$ cat src/rtl/star_scanner_if.sv
// Memory port and bounding-box result handshake of the star scanner.
interface star_scanner_if #(
  parameter int X_W   = 8,
  parameter int Y_W   = 7,
  parameter int PIX_W = 3,
  parameter int A_W   = 15
);
  logic [A_W-1:0]   mem_addr;
  logic [PIX_W-1:0] mem_rdata;
  logic [PIX_W-1:0] mem_wdata;
  logic             mem_wren;
  logic             star_valid;
  logic             star_ready;
  logic [X_W-1:0]   star_left;
  logic [X_W-1:0]   star_right;
  logic [Y_W-1:0]   star_top;
  logic [Y_W-1:0]   star_bottom;

  modport master (
    output mem_addr, mem_wdata, mem_wren,
    output star_valid, star_left, star_right, star_top, star_bottom,
    input  mem_rdata, star_ready
  );

  modport slave (
    input  mem_addr, mem_wdata, mem_wren,
    input  star_valid, star_left, star_right, star_top, star_bottom,
    output mem_rdata, star_ready
  );
endinterface

$ cat src/rtl/star_scanner.sv
// Raster-scans a frame held in single-port RAM, measures the bounding box of each bright blob,
// erases the box from memory and hands it out over a valid/ready handshake.
module star_scanner #(
  parameter int X_W       = 8,
  parameter int Y_W       = 7,
  parameter int WIDTH     = 160,
  parameter int HEIGHT    = 120,
  parameter int PIX_W     = 3,
  parameter int MAX_STARS = 8,
  parameter int A_W       = 15
) (
  input  logic                           clk,
  input  logic                           reset,
  input  logic                           start,
  input  logic [PIX_W-1:0]               threshold,
  star_scanner_if.master                 bus,
  output logic                           busy,
  output logic                           done,
  output logic [$clog2(MAX_STARS+1)-1:0] star_count,
  output logic                           truncated
);
  localparam int CNT_W = $clog2(MAX_STARS + 1);
  localparam logic [X_W-1:0]   X_LAST  = X_W'(WIDTH - 1);
  localparam logic [Y_W-1:0]   Y_LAST  = Y_W'(HEIGHT - 1);
  localparam logic [CNT_W-1:0] CNT_MAX = CNT_W'(MAX_STARS);

  typedef enum logic [3:0] {
    IDLE, SCAN_RD, SCAN_CHK, DOWN_RD, DOWN_CHK, LEFT_RD, LEFT_CHK,
    RIGHT_RD, RIGHT_CHK, CLEAN, EMIT, DONE
  } state_t;

  state_t           state_r, nx_state_s;
  logic [X_W-1:0]   sx_r, px_r, lft_r, rgt_r, nx_sx_s, nx_px_s, nx_lft_s, nx_rgt_s;
  logic [Y_W-1:0]   sy_r, py_r, top_r, bot_r, nx_sy_s, nx_py_s, nx_top_s, nx_bot_s;
  logic [PIX_W-1:0] thr_r, nx_thr_s, wdata_r;
  logic [CNT_W-1:0] cnt_r, nx_cnt_s, cnt_inc_s;
  logic             trunc_r, nx_trunc_s;
  logic [A_W-1:0]   addr_r, nx_addr_s;
  logic             wren_r, valid_r, busy_r, done_r;
  logic             hit_s, go_left_s, go_right_s, go_clean_s, advance_s;
  logic [Y_W:0]     mid_sum_s;
  logic [Y_W-1:0]   mid_s;

  function automatic logic [A_W-1:0] pix_addr(input logic [X_W-1:0] x, input logic [Y_W-1:0] y);
    return A_W'(y) * A_W'(WIDTH) + A_W'(x);
  endfunction

  // Next-state and datapath: per-state decisions, then edge-aware probe/scan sequencing.
  always_comb begin
    nx_state_s = state_r;
    nx_sx_s    = sx_r;
    nx_sy_s    = sy_r;
    nx_px_s    = px_r;
    nx_py_s    = py_r;
    nx_lft_s   = lft_r;
    nx_rgt_s   = rgt_r;
    nx_top_s   = top_r;
    nx_bot_s   = bot_r;
    nx_thr_s   = thr_r;
    nx_cnt_s   = cnt_r;
    nx_trunc_s = trunc_r;
    nx_addr_s  = addr_r;
    hit_s      = (bus.mem_rdata > thr_r);
    cnt_inc_s  = cnt_r + CNT_W'(1);
    go_left_s  = 1'b0;
    go_right_s = 1'b0;
    go_clean_s = 1'b0;
    advance_s  = 1'b0;

    case (state_r)
      IDLE: begin
        if (start) begin
          nx_thr_s   = threshold;
          nx_cnt_s   = '0;
          nx_trunc_s = 1'b0;
          nx_sx_s    = '0;
          nx_sy_s    = '0;
          nx_state_s = SCAN_RD;
        end else begin
          nx_state_s = IDLE;
        end
      end
      SCAN_RD: nx_state_s = SCAN_CHK;
      SCAN_CHK: begin
        if (hit_s) begin
          nx_top_s = sy_r;
          nx_bot_s = sy_r;
          nx_lft_s = sx_r;
          nx_rgt_s = sx_r;
          if (sy_r == Y_LAST) begin
            go_left_s = 1'b1;
          end else begin
            nx_px_s    = sx_r;
            nx_py_s    = sy_r + Y_W'(1);
            nx_state_s = DOWN_RD;
          end
        end else begin
          advance_s = 1'b1;
        end
      end
      DOWN_RD: nx_state_s = DOWN_CHK;
      DOWN_CHK: begin
        if (hit_s && py_r != Y_LAST) begin
          nx_bot_s   = py_r;
          nx_py_s    = py_r + Y_W'(1);
          nx_state_s = DOWN_RD;
        end else if (hit_s) begin
          nx_bot_s  = py_r;
          go_left_s = 1'b1;
        end else begin
          go_left_s = 1'b1;
        end
      end
      LEFT_RD: nx_state_s = LEFT_CHK;
      LEFT_CHK: begin
        if (hit_s && px_r != '0) begin
          nx_lft_s   = px_r;
          nx_px_s    = px_r - X_W'(1);
          nx_state_s = LEFT_RD;
        end else if (hit_s) begin
          nx_lft_s   = px_r;
          go_right_s = 1'b1;
        end else begin
          go_right_s = 1'b1;
        end
      end
      RIGHT_RD: nx_state_s = RIGHT_CHK;
      RIGHT_CHK: begin
        if (hit_s && px_r != X_LAST) begin
          nx_rgt_s   = px_r;
          nx_px_s    = px_r + X_W'(1);
          nx_state_s = RIGHT_RD;
        end else if (hit_s) begin
          nx_rgt_s   = px_r;
          go_clean_s = 1'b1;
        end else begin
          go_clean_s = 1'b1;
        end
      end
      CLEAN: begin
        if (px_r == rgt_r && py_r == bot_r) begin
          nx_state_s = EMIT;
        end else if (px_r == rgt_r) begin
          nx_px_s = lft_r;
          nx_py_s = py_r + Y_W'(1);
        end else begin
          nx_px_s = px_r + X_W'(1);
        end
      end
      EMIT: begin
        if (bus.star_ready) begin
          nx_cnt_s = cnt_inc_s;
          if (cnt_inc_s == CNT_MAX) begin
            nx_trunc_s = 1'b1;
            nx_state_s = DONE;
          end else begin
            advance_s = 1'b1;
          end
        end else begin
          nx_state_s = EMIT;
        end
      end
      DONE:    nx_state_s = IDLE;
      default: nx_state_s = IDLE;
    endcase

    mid_sum_s = {1'b0, nx_top_s} + {1'b0, nx_bot_s};
    mid_s     = mid_sum_s[Y_W:1];

    // Probes that would step off the image are skipped rather than issued.
    if (go_left_s && sx_r != '0) begin
      nx_state_s = LEFT_RD;
      nx_px_s    = sx_r - X_W'(1);
      nx_py_s    = mid_s;
    end else if ((go_left_s || go_right_s) && sx_r != X_LAST) begin
      nx_state_s = RIGHT_RD;
      nx_px_s    = sx_r + X_W'(1);
      nx_py_s    = mid_s;
    end else if (go_left_s || go_right_s || go_clean_s) begin
      nx_state_s = CLEAN;
      nx_px_s    = nx_lft_s;
      nx_py_s    = nx_top_s;
    end else if (advance_s && sx_r == X_LAST && sy_r == Y_LAST) begin
      nx_state_s = DONE;
    end else if (advance_s && sx_r == X_LAST) begin
      nx_sx_s    = '0;
      nx_sy_s    = sy_r + Y_W'(1);
      nx_state_s = SCAN_RD;
    end else if (advance_s) begin
      nx_sx_s    = sx_r + X_W'(1);
      nx_state_s = SCAN_RD;
    end else begin
      nx_state_s = nx_state_s;
    end

    case (nx_state_s)
      SCAN_RD:                           nx_addr_s = pix_addr(nx_sx_s, nx_sy_s);
      DOWN_RD, LEFT_RD, RIGHT_RD, CLEAN: nx_addr_s = pix_addr(nx_px_s, nx_py_s);
      default:                           nx_addr_s = addr_r;
    endcase
  end

  // State and registered outputs, cleared by the synchronous reset.
  always_ff @(posedge clk) begin
    if (reset) begin
      state_r <= IDLE;
      sx_r    <= '0;
      sy_r    <= '0;
      px_r    <= '0;
      py_r    <= '0;
      lft_r   <= '0;
      rgt_r   <= '0;
      top_r   <= '0;
      bot_r   <= '0;
      thr_r   <= '0;
      cnt_r   <= '0;
      trunc_r <= 1'b0;
      addr_r  <= '0;
      wdata_r <= '0;
      wren_r  <= 1'b0;
      valid_r <= 1'b0;
      busy_r  <= 1'b0;
      done_r  <= 1'b0;
    end else begin
      state_r <= nx_state_s;
      sx_r    <= nx_sx_s;
      sy_r    <= nx_sy_s;
      px_r    <= nx_px_s;
      py_r    <= nx_py_s;
      lft_r   <= nx_lft_s;
      rgt_r   <= nx_rgt_s;
      top_r   <= nx_top_s;
      bot_r   <= nx_bot_s;
      thr_r   <= nx_thr_s;
      cnt_r   <= nx_cnt_s;
      trunc_r <= nx_trunc_s;
      addr_r  <= nx_addr_s;
      wdata_r <= '0;
      wren_r  <= (nx_state_s == CLEAN);
      valid_r <= (nx_state_s == EMIT);
      busy_r  <= (nx_state_s != IDLE);
      done_r  <= (nx_state_s == DONE);
    end
  end

  assign bus.mem_addr    = addr_r;
  assign bus.mem_wdata   = wdata_r;
  assign bus.mem_wren    = wren_r;
  assign bus.star_valid  = valid_r;
  assign bus.star_left   = lft_r;
  assign bus.star_right  = rgt_r;
  assign bus.star_top    = top_r;
  assign bus.star_bottom = bot_r;
  assign busy            = busy_r;
  assign done            = done_r;
  assign star_count      = cnt_r;
  assign truncated       = trunc_r;
endmodule

$ cat src/flat_wrapper.sv
// flat-port wrapper written by rule: the top's interface ports become plain ports
module star_scanner_flat 
#(
  parameter int X_W       = 8,
  parameter int Y_W       = 7,
  parameter int WIDTH     = 160,
  parameter int HEIGHT    = 120,
  parameter int PIX_W     = 3,
  parameter int MAX_STARS = 8,
  parameter int A_W       = 15
)
  (clk, reset, start, threshold, busy, done, star_count, truncated, bus_mem_addr, bus_mem_wdata, bus_mem_wren, bus_star_valid, bus_star_left, bus_star_right, bus_star_top, bus_star_bottom, bus_mem_rdata, bus_star_ready);
  star_scanner_if #(.X_W(X_W), .Y_W(Y_W), .PIX_W(PIX_W), .A_W(A_W)) bus_i ();
  input  logic clk;
  input  logic reset;
  input  logic start;
  input  logic [PIX_W-1:0] threshold;
  output logic busy;
  output logic done;
  output logic [$clog2(MAX_STARS+1)-1:0] star_count;
  output logic truncated;
  output wire logic [$bits(bus_i.mem_addr)-1:0] bus_mem_addr;
  output wire logic [$bits(bus_i.mem_wdata)-1:0] bus_mem_wdata;
  output wire logic [$bits(bus_i.mem_wren)-1:0] bus_mem_wren;
  output wire logic [$bits(bus_i.star_valid)-1:0] bus_star_valid;
  output wire logic [$bits(bus_i.star_left)-1:0] bus_star_left;
  output wire logic [$bits(bus_i.star_right)-1:0] bus_star_right;
  output wire logic [$bits(bus_i.star_top)-1:0] bus_star_top;
  output wire logic [$bits(bus_i.star_bottom)-1:0] bus_star_bottom;
  input wire logic [$bits(bus_i.mem_rdata)-1:0] bus_mem_rdata;
  input wire logic [$bits(bus_i.star_ready)-1:0] bus_star_ready;
  assign bus_mem_addr = bus_i.mem_addr;
  assign bus_mem_wdata = bus_i.mem_wdata;
  assign bus_mem_wren = bus_i.mem_wren;
  assign bus_star_valid = bus_i.star_valid;
  assign bus_star_left = bus_i.star_left;
  assign bus_star_right = bus_i.star_right;
  assign bus_star_top = bus_i.star_top;
  assign bus_star_bottom = bus_i.star_bottom;
  assign bus_i.mem_rdata = bus_mem_rdata;
  assign bus_i.star_ready = bus_star_ready;
  star_scanner #(.X_W(X_W), .Y_W(Y_W), .WIDTH(WIDTH), .HEIGHT(HEIGHT), .PIX_W(PIX_W), .MAX_STARS(MAX_STARS), .A_W(A_W)) u_core (.clk(clk), .reset(reset), .start(start), .threshold(threshold), .bus(bus_i), .busy(busy), .done(done), .star_count(star_count), .truncated(truncated));
endmodule
$ cat config.mk
export PLATFORM = sky130hd
export DESIGN_NAME = star_scanner_flat
export DESIGN_NICKNAME = d
export VERILOG_FILES = /design/src/rtl/star_scanner_if.sv /design/src/rtl/star_scanner.sv /design/src/flat_wrapper.sv
export SDC_FILE = /design/constraint.sdc
export NUM_CORES = 1
export LEC_CHECK = 0
export BUFFER_PORTS_ARGS = -buffer_cell sky130_fd_sc_hd__clkbuf_2
export CAP_MARGIN = 10
export CORE_ASPECT_RATIO = 1.1
export CORE_MARGIN = 5
export CORE_UTILIZATION = 30
export CTS_CLUSTER_SIZE = 16
export DETAILED_ROUTE_END_ITERATION = 8
export GPL_TIMING_DRIVEN = 0
export PLACE_DENSITY_LB_ADDON = 0.1
export SLEW_MARGIN = 25
export SYNTH_ARGS = -nofsm -noshare
export SYNTH_HDL_FRONTEND = slang
export SYNTH_SLANG_ARGS = --single-unit
$ cat constraint.sdc
create_clock -name clk -period 6.3 [get_ports clk]
set_input_delay 0 -clock clk [delete_from_list [all_inputs] [get_ports clk]]
set_output_delay 0 -clock clk [all_outputs]
set_load 0.01 [all_outputs]
==> results_dict.tcl <==
set metrics [dict create \
    cts_tree "yes" \
    worstSetupPathType "register to register" \
    async_reset_ff_share_pct 0 \
    cp.required_ns 6.59 \
    clock-root-buffer "clkbuf_16" \
    path_max_fanout 19 \
    synth_compound_area_share_pct 25.0 \
    io_pins 67 \
    synth_cells 990 \
    drt_wl_total_mm 29.7 \
    min_from "bus_star_ready" \
    power_uw 3130 \
    reg2reg_to "u_core.bus.mem_addr[14]" \
    drt_iter0_drc 689 \
    avgSynthCellArea_um2 7.62 \
    num_vias 7781 \
    powerDensity_mw_per_mm2 365 \
    final_hold_viol_count 0 \
    ys_seq_area_share_pct 24.2 \
    muxShareOfSynthArea_pct 2.80 \
    synthAdderAreaFrac_pct 8.63 \
    outcome "completed" \
    timing.reg2reg.setup_slack_ns 0.49 \
    post-cts-setup-buffers 0 \
    antenna_found_initial 0 \
    hold_path_class "primary input to register" \
    met1_usage_pct 27.1 \
    track_usage_pct 20.7 \
    ant_nets 0 \
    cts_sinks 91 \
    worstMarginPinSlew_ns 0.975 \
    ys.flop_type "dfxtp_1" \
    via_per_inst 5.63 \
    finish.utilization_pct 34.8 \
    grt.busiest_layer "met2" \
    grt_pass1_vias 7555 \
    synth_xor_xnor_area_share_pct 6.85 \
    grt_pass1_wl_mm 45.5 \
    path_clk_slew_ns 0.07 \
    reg2reg_from "u_core.thr_r[2]" \
    numCtsBuffers 9 \
    wl_per_cell_um 21.5 \
    fmax_mhz 172 \
    core_mm2 0.0246 \
    num_antenna_cells 0 \
    initial_utilization_pct 30.6 \
    setup_viol 0 \
    cts_buffer_depth 2 \
    min_period_ns 5.81 \
    synth_top_family_by_area "simple AND/OR/NAND/NOR gates" \
    synth_seq_cells 91 \
    vdd_drop_max_uv 153 \
    grt_max_degree 20 \
    start_kind "register" \
    rows 60 \
    fin_crit_sh_pct 92.2 \
    die_x_um 161 \
    layout.nets 1126 \
    synth_area_mm2 0.00754 \
    die_h_um 176 \
    slew_viol_final 0 \
    cp-end-kind "register" \
    final_cell_mix "nor2_1 (107), nand2_1 (101), dfxtp_1 (91), a21oi_1 (65), clkbuf_2 (64)" \
    drt_pre_antenna_iters 5 \
    fin_skew_ns 0.00947 \
    drive_gt1_share_pct 13.3 \
    relSlewSlack_pct 34.6 \
    dieArea_mm2 0.0284 \
    yosys.area_share.simple_pct 26.7 \
    gr-usage-met2_pct 34.7 \
    final_common_cell "nor2_1" \
    worst_r2r_path_depth 22 \
    max_cap_violations 0 \
    io_buffers 63 \
    htree_levels 3 \
    p_leak_uw 0.00358 \
    ys_types 91 \
    min_to "u_core.star_count[3]" \
    route.detailed.drc 0 \
    area_delta_synth_final_pct 13.7 \
    clock_latency_ns 0.36 \
    overflow 0 \
    gr-usage-met3_pct 3.41 \
    dp_hpwl_mm 23.3 \
    ys_warn_count 0 \
    rsz0062_at_grt "false" \
    hold_path_depth 4 \
    crit_arrival_ns 6.10 \
    place.gp.congestion 0.924 \
    synth_edf_count 0 \
]
## how the worst max path moves through the flow
stage | startpoint | to | slack [ns]
6_report | u_core.thr_r[2] | u_core.bus.mem_addr[14] | 0.49
5_1_grt | u_core.thr_r[2] | u_core.bus.mem_addr[14] | 0.02
4_1_cts | u_core.px_r[1] | u_core.bus.mem_addr[14] | 0.33
3_5_place_dp | u_core.thr_r[2] | u_core.bus.mem_addr[14] | -0.07
3_3_place_gp | u_core.thr_r[2] | u_core.bus.mem_addr[14] | -0.08
2_1_floorplan | u_core.thr_r[2] | u_core.bus.mem_addr[14] | 1.09
## routing by layer
| layer | wire length (µm) | vias up | part of all wire, % |
|---|---|---|---|
| met2 | 13800 | 294 | 46 |
| met5 | 0 | - | 0 |
| met4 | 956 | 0 | 3.2 |
| met3 | 1810 | 65 | 6.1 |
| li1 | - | 3735 | - |
| met1 | 13200 | 3687 | 44 |
## state kept, by name (all words and copies together) (netlist names), 8 cells and up
signal	cells
u_core.bus.mem_addr	15
u_core.bus.star_left	8
u_core.bus.star_right	8
u_core.px_r	8
u_core.sx_r	8
## layout make-up
type,instances,area (µm²)
Fill cell,2726,16000
Sequential cell,91,1820
Multi-Input combinational cell,802,5310
Clock inverter,4,52.6
Timing Repair Buffer,66,345
Tap cell,310,388
Buffer,63,304
Clock buffer,11,233
Inverter,34,128
## repair_timing
| action | in CTS | in global routing |
|---|---|---|
| gates resized for setup | 0 | 3 |
| endpoints found under the setup margin | 2 | 2 |
| endpoints found under the hold margin | 3 | 0 |
| hold buffers | 3 | 0 |
| pin swaps | 0 | 0 |
## power breakdown
group | internal (µW) | switching, µW
logic | 594 | 1230
clock network | 306 | 251
registers | 665 | 78.1
## cells in the mapped netlist (16+ instances only)
master    number  share of area (%)
nand3_1       41                2.7
nor3_1        23                1.5
dfxtp_1       91                 24
ha_1          44                7.3
and2_1        29                2.4
xor2_1        23                2.7
inv_1         33                1.6
xnor2_1       36                4.2
nor2_1       107                5.3
o21ai_0       48                3.2
nand2_1      101                5.0
buf_2         18                1.2
clkbuf_1      37                1.8
a21oi_1       65                4.3
a22oi_1       24                2.4
a21o_1        16                1.6
## cell families (layout without fill, tap and decap cells)
| family | after synthesis | count (layout) |
|---|---|---|
| fa+ha+maj | 49 | 49 |
| compound gates | 278 | 278 |
| xor+xnor | 59 | 59 |
| other cells | 1 | 3 |
| simple gates | 393 | 393 |
| flops | 91 | 91 |
| buf+inv | 99 | 178 |
| mux | 20 | 20 |
## metrics by stage
step / setup TNS [ns] / worst slack (ns) / cell area (µm²) / hold WS, ns / cells
floorplan: 0 / 1.09 / 7550 / 0.136 / 992
global route: 0 / 0.0172 / 8580 / 0.0962 / 1381
CTS: 0 / 0.334 / 8560 / 0.0662 / 1382
detailed placement: -0.124 / -0.0701 / 8250 / 0.240 / 1365
finish: 0 / 0.491 / 8580 / 0.0633 / 1381
global placement: -0.109 / -0.0760 / 8250 / 0.230 / 1365
## worst max-delay path: stages (launching register included)
cell and delay, ns:
dfxtp_1 0.33, inv_1 0.05, ha_1 0.29, and3b_1 0.22
o21ai_2 0.29, buf_2 0.35, clkbuf_4 0.38, o21ai_0 0.26
fa_1 0.50, a21o_1 0.17, a21oi_1 0.23, xnor2_1 0.18
a21oi_1 0.13, ha_1 0.31, ha_1 0.21, inv_1 0.07
fa_1 0.46, nor3b_1 0.35, nand3_1 0.18, or3_1 0.40
o21ai_0 0.15, mux2i_1 0.10, mux2i_1 0.13
Note: power is estimated with default switching activity, not from simulation.
